[src/rtl/line_clear_flash_ctrl.sv]
// Line-clear flash sequencer: blinks the completed rows in flash_map, then clears them and pulses done_out.
// Optional build macro FLASH_CTRL_RESET_CLEAR_EN adds a post-reset sweep that zeroes the map.
module line_clear_flash_ctrl #(
  parameter int NUM_ROWS         = 20,
  parameter int ROW_WIDTH        = 10,
  parameter int ROW_START_X      = 3,
  parameter int ROW_START_Y      = 1,
  parameter int MAP_WIDTH        = 14,
  parameter int ADDR_WIDTH       = 9,
  parameter int NUM_FLASHES      = 3,
  parameter int FRAMES_PER_PHASE = 8
) (
  input  logic                  clk_in,
  input  logic                  rst_n_in,
  input  logic                  start_in,
  input  logic [NUM_ROWS-1:0]   rows_in,
  input  logic                  frame_tick_in,
  output logic                  busy_out,
  output logic                  done_out,
  output logic                  flash_enable_out,
  output logic [ADDR_WIDTH-1:0] flash_write_addr_out,
  output logic                  flash_write_out
);

  localparam int RW = (NUM_ROWS > 1) ? $clog2(NUM_ROWS) : 1;
  localparam int CW = (ROW_WIDTH > 1) ? $clog2(ROW_WIDTH) : 1;
  localparam int PW = $clog2(2 * NUM_FLASHES);
  localparam int FW = $clog2(FRAMES_PER_PHASE + 1);

  localparam logic [RW-1:0]         ROW_LAST   = RW'(NUM_ROWS - 1);
  localparam logic [CW-1:0]         COL_LAST   = CW'(ROW_WIDTH - 1);
  localparam logic [PW-1:0]         PHASE_LAST = PW'(2 * NUM_FLASHES - 1);
  localparam logic [FW-1:0]         TICK_LAST  = FW'(FRAMES_PER_PHASE - 1);
  localparam logic [ADDR_WIDTH-1:0] CLR_LAST   = ADDR_WIDTH'((NUM_ROWS + ROW_START_Y) * MAP_WIDTH - 1);

  typedef enum logic [2:0] {
    ST_IDLE,
    ST_PAINT,
    ST_HOLD,
    ST_DONE,
    ST_CLEAR
  } state_t;

`ifdef FLASH_CTRL_RESET_CLEAR_EN
  localparam state_t RST_STATE = ST_CLEAR;
`else
  localparam state_t RST_STATE = ST_IDLE;
`endif

  state_t                  state_q, state_d;
  logic [NUM_ROWS-1:0]     mask_q, mask_d;
  logic [RW-1:0]           row_q, row_d;
  logic [CW-1:0]           col_q, col_d;
  logic [PW-1:0]           phase_q, phase_d;
  logic [FW-1:0]           tick_q, tick_d;
  logic [ADDR_WIDTH-1:0]   clr_q, clr_d;

  logic                    en_d, data_d, busy_d, done_d;
  logic [ADDR_WIDTH-1:0]   addr_d;

  function automatic logic [ADDR_WIDTH-1:0] cell_addr(input logic [RW-1:0] r, input logic [CW-1:0] c);
    return ADDR_WIDTH'((int'(r) + ROW_START_Y) * MAP_WIDTH + int'(c) + ROW_START_X);
  endfunction

  always_ff @(posedge clk_in) begin
    if (!rst_n_in) begin
      state_q              <= RST_STATE;
      mask_q               <= '0;
      row_q                <= '0;
      col_q                <= '0;
      phase_q              <= '0;
      tick_q               <= '0;
      clr_q                <= '0;
      busy_out             <= 1'b0;
      done_out             <= 1'b0;
      flash_enable_out     <= 1'b0;
      flash_write_addr_out <= '0;
      flash_write_out      <= 1'b0;
    end else begin
      state_q              <= state_d;
      mask_q               <= mask_d;
      row_q                <= row_d;
      col_q                <= col_d;
      phase_q              <= phase_d;
      tick_q               <= tick_d;
      clr_q                <= clr_d;
      busy_out             <= busy_d;
      done_out             <= done_d;
      flash_enable_out     <= en_d;
      flash_write_addr_out <= addr_d;
      flash_write_out      <= data_d;
    end
  end

  always_comb begin
    state_d = state_q;
    mask_d  = mask_q;
    row_d   = row_q;
    col_d   = col_q;
    phase_d = phase_q;
    tick_d  = tick_q;
    clr_d   = clr_q;
    case (state_q)
      ST_IDLE: begin
        if (start_in) begin
          mask_d  = rows_in;
          row_d   = '0;
          col_d   = '0;
          phase_d = '0;
          tick_d  = '0;
          state_d = (rows_in != '0) ? ST_PAINT : ST_DONE;
        end
      end
      ST_PAINT: begin
        if (col_q == COL_LAST) begin
          col_d = '0;
          if (row_q == ROW_LAST) begin
            row_d   = '0;
            tick_d  = '0;
            state_d = (phase_q == PHASE_LAST) ? ST_DONE : ST_HOLD;
          end else begin
            row_d = row_q + 1'b1;
          end
        end else begin
          col_d = col_q + 1'b1;
        end
      end
      ST_HOLD: begin
        if (frame_tick_in) begin
          if (tick_q == TICK_LAST) begin
            tick_d  = '0;
            phase_d = phase_q + 1'b1;
            row_d   = '0;
            col_d   = '0;
            state_d = ST_PAINT;
          end else begin
            tick_d = tick_q + 1'b1;
          end
        end
      end
      ST_DONE: state_d = ST_IDLE;
      ST_CLEAR: begin
        clr_d = clr_q + 1'b1;
        if (clr_q == CLR_LAST) begin
          clr_d   = '0;
          state_d = ST_IDLE;
        end
      end
      default: state_d = ST_IDLE;
    endcase
  end

  // Paint outputs are registered from the next cell so the first write lands one cycle after start;
  // the sweep instead shows the current sweep address so it starts at 0 right after reset release.
  always_comb begin
    en_d   = 1'b0;
    addr_d = '0;
    data_d = 1'b0;
    busy_d = 1'b0;
    done_d = 1'b0;
    if (state_q == ST_CLEAR) begin
      en_d   = 1'b1;
      addr_d = clr_q;
      busy_d = 1'b1;
    end else begin
      case (state_d)
        ST_PAINT: begin
          en_d   = mask_d[row_d];
          addr_d = cell_addr(row_d, col_d);
          data_d = ~phase_d[0];
          busy_d = 1'b1;
        end
        ST_HOLD: busy_d = 1'b1;
        ST_DONE: done_d = 1'b1;
        default: ;
      endcase
    end
  end

endmodule

[config.mk]
export PLATFORM = sky130hd
export DESIGN_NAME = line_clear_flash_ctrl
export DESIGN_NICKNAME = d
export VERILOG_FILES = /design/src/rtl/line_clear_flash_ctrl.sv
export SDC_FILE = /design/constraint.sdc
export NUM_CORES = 1
export LEC_CHECK = 0
export ABC_AREA = 1
export CORE_MARGIN = 2
export CORE_UTILIZATION = 52
export CTS_BUF_LIST = sky130_fd_sc_hd__clkbuf_16
export DETAILED_ROUTE_END_ITERATION = 12
export GPL_TIMING_DRIVEN = 0
export PLACE_DENSITY = 0.77
export SYNTH_ARGS = -nofsm -noshare
export SYNTH_HDL_FRONTEND = slang
export SYNTH_SLANG_ARGS = --single-unit
[constraint.sdc]
create_clock -name clk_in -period 3.9 [get_ports clk_in]
set_clock_uncertainty 0.05 [all_clocks]
set_input_delay 0.39 -clock clk_in [delete_from_list [all_inputs] [get_ports clk_in]]
set_output_delay 0.39 -clock clk_in [all_outputs]
set_load 0.01 [all_outputs]
==> metrics <==
core outline area 7250 um2; Area Growth Syn to Fin 26.1%; most frequent cells after synthesis 133 x nand2_1, 63 x inv_1, 61 x dfxtp_1; worst reg2reg path depth 24; # DRC 0; Ports 37; DRT Pass-1 Iters 5; ratio of cells with drive above 1 in the final layout 18.3%; Initial Util 53.4%; worst min-delay path category reg -> reg; clock buffer depth 2; worst skew pair latency 0.34 ns; DR WL/cell 14.6 um; syn nets 597; antenna violations before repair 0; FMAX 0.250 GHz; Period Utilization, post-route 103%; Endpoint, Worst Hold mask_q[12]; Main synth FF type dfxtp_1; Worst-path clk slew 0.05 ns; worst setup margin -0.100 ns; share of the synthesized area in the top cell type 31.5%; Worst Setup End Kind register; Avg Cell Area, Syn 7.11 um2; PortBufs 36; asr flop ratio synth 0%; vias 3,800; Worst VDD drop 0.189 mV; Setup Viol. Count Final 4; GRT overflow 0; fill cell count 620; antenna cell count 0; Nets 659; Die ar. 8160 um2; max-capacitance violation count 0; Post-synth EDFFs 0; Buf/Inv on CP 4; Leak 2.28 nW; Syn. warnings 0; delay-heaviest family, CP adder cells; vias in the first global route 3,621; status finished, violations left; CP peak stage delay 0.54 ns; HPWL after detailed placement 7270 um; R2R setup slack -0.10 ns; worst-path fanout max 4; Die Ht 90.3 um; largest net degree at the start of global routing 11; most frequent cell after synthesis nand2_1; sequential share of the synthesized area 31.5%; RSZ-0062 raised after global routing true; Final min period 4.00 ns; Placer Congestion 0.898; number of cells in the finished layout apart from fillers 710; power density over the cells 319 nW/um2; Gate Count Post-Synth 545; H-tree Lvls 3; Die X 90.3 um; Reg2Reg Capture Point flash_write_addr_out[8]; Sequential Area 1240 um2; Placed Cells 680; post-route ant nets 0; Slew @ Worst Pin 0.747 ns; reg-to-reg critical path startpoint row_q[0]; Worst path depth 24; Cell variety after synth 45; Total GRT Usage 25.2%; TritonCTS clock tree yes; area leader, netlist dfxtp_1; Most common cell on crit path nand2_1; first-pass GRT wire length 16,500 um; mapped cell area 3870 um2; Hold Crit Start mask_q[12]; Arrival @ worst endpoint 4.13 ns; CP max-delay cell fa_1; critical-path cell list ha_4 > nand2_1 > inv_1 > nand2_2 > nand2_1 > nand2_1 > nand3_2 > nand3_4 > ha_4 > or2_1 > nand2_2 > inv_2 > fa_1 > fa_1 > ha_4 > nand2_4 > a21oi_2 > inv_2 > nor2_4 > nand2_1 > inv_1 > a21oi_1 > o21ai_1 > a21oi_1; failing checks setup timing; worst relative slew slack 50.2%; Multi-input gate area 2450 um2; CP required 4.03 ns; CTS root buffer clkbuf_16; Rows 31; WHS Path Cells 2; Worst Setup SP row_q[0]; WL final 10,400 um; Max Slew Vio Count 0; Setup Crit Path Kind reg -> reg; Synth Register Bits 61; TritonCTS Buffers 9; largest cells by area after synthesis dfxtp_1 32%, nand2_1 13%, ha_1 8.1%; Clock Sink Count 61; Final Hold Fails 0; Pwr Total 1.56 mW; Iteration-0 DRC Markers 204; startpoint types register; Vias/cell 5.35
==> final cells by class <==
cell class / instances / share of cell area [%]
clock buffers: 9 / 4.61
repair buffers: 51 / 9.78
inverters: 77 / 5.97
flip-flops and latches: 61 / 25.3
clock inverters: 6 / 0.666
multi-input cells: 397 / 50.1
well taps: 99 / 2.54
plain buffers: 10 / 1.05
==> cell usage in the layout, fill, tap and decap left out, drive strengths merged, types with 2 or more instances in the layout <==
| cell type | netlist | final |
|---|---|---|
| nand2 | 146 | 146 |
| inv | 77 | 78 |
| dfxtp | 61 | 61 |
| nor2 | 56 | 56 |
| nand3 | 41 | 41 |
| a21oi | 37 | 37 |
| clkdlybuf4s50 | 0 | 34 |
| ha | 25 | 25 |
| buf | 4 | 19 |
| o21ai | 16 | 16 |
| xor2 | 15 | 15 |
| clkbuf | 6 | 15 |
| or2 | 10 | 10 |
| nor3 | 9 | 9 |
| o22ai | 7 | 7 |
| nand4 | 5 | 5 |
| o21a | 4 | 4 |
| nor4 | 4 | 4 |
| o211ai | 3 | 3 |
| a31oi | 3 | 3 |
| a211oi | 3 | 3 |
| o21bai | 3 | 3 |
| fa | 3 | 3 |
| clkinv | 0 | 3 |
| nor3b | 2 | 2 |
| clkinvlp | 0 | 2 |
==> per-layer routing <==
metal	part of all wire (%)	wire, um	GRT usage [%]	up-vias
met5	0	0	0	-
met4	3.2	331	12.4	0
met3	6.6	684	5.84	32
met2	48	4960	41.3	138
met1	43	4420	31.3	1750
li1	-	-	-	1880
==> flip-flops by register name, summed over array words and instances, names as in the netlist <==
name / count
clr_q: 9
flash_enable_out: 1
tick_q: 4
row_q: 5
done_out: 1
flash_write_addr_out: 9
busy_out: 1
col_q: 4
phase_q: 3
flash_write_out: 1
state_q: 3
mask_q: 20
==> logic make-up (layout without fill, tap and decap cells) <==
group | count (synthesis) | in the layout | share of synthesized area [%]
buffers and inverters | 87 | 153 | 8.85
AO/OA/AOI/OAI | 78 | 78 | 12.1
flip-flops | 61 | 61 | 31.5
XOR/XNOR | 16 | 16 | 4.10
adder cells (fa/ha/maj) | 28 | 28 | 9.62
AND/OR/NAND/NOR | 275 | 275 | 33.8
==> metrics by stage <==
stage	area [um2]	setup WS, ns	util [%]	hold slack, ns	TNS, ns
2_1_floorplan	3870	0.0546	-	0.377	0
4_1_cts	4780	0.00213	66.0	0.419	0
6_report	4890	-0.100	67.4	0.422	-0.148
3_5_place_dp	4360	-0.676	60.1	0.413	-2.79
3_3_place_gp	4360	-0.641	60.1	0.393	-2.56
5_1_grt	4890	-0.299	67.4	0.447	-0.905
==> repair_timing <==
item	4_1_cts	5_1_grt
setup endpoints to repair	5	4
endpoints found under the hold margin	0	0
buffers inserted	9	6
hold buffers	0	0
pin swaps	11	18
resized for setup	22	20
==> tightest hold or removal path: stages, from the launching register on <==
cell,delay [ns]
dfxtp_1,0.29
nand2_1,0.07
a21oi_1,0.06
==> power by group <==
part | total [mW] | leakage [nW] | internal, mW | switching (mW)
Combinational | 0.196 | 1.66 | 0.0795 | 0.116
Clock | 0.703 | 0.126 | 0.418 | 0.285
Sequential | 0.659 | 0.501 | 0.648 | 0.0108
==> worst max path at each step <==
stage                              end  slack [ns]
2_1_floorplan  flash_write_addr_out[8]        0.05
3_3_place_gp   flash_write_addr_out[8]       -0.64
3_5_place_dp   flash_write_addr_out[8]       -0.68
4_1_cts        flash_write_addr_out[8]       0.002
5_1_grt        flash_write_addr_out[8]       -0.30
6_report       flash_write_addr_out[8]       -0.10
Power figures use the tool's default switching activity.
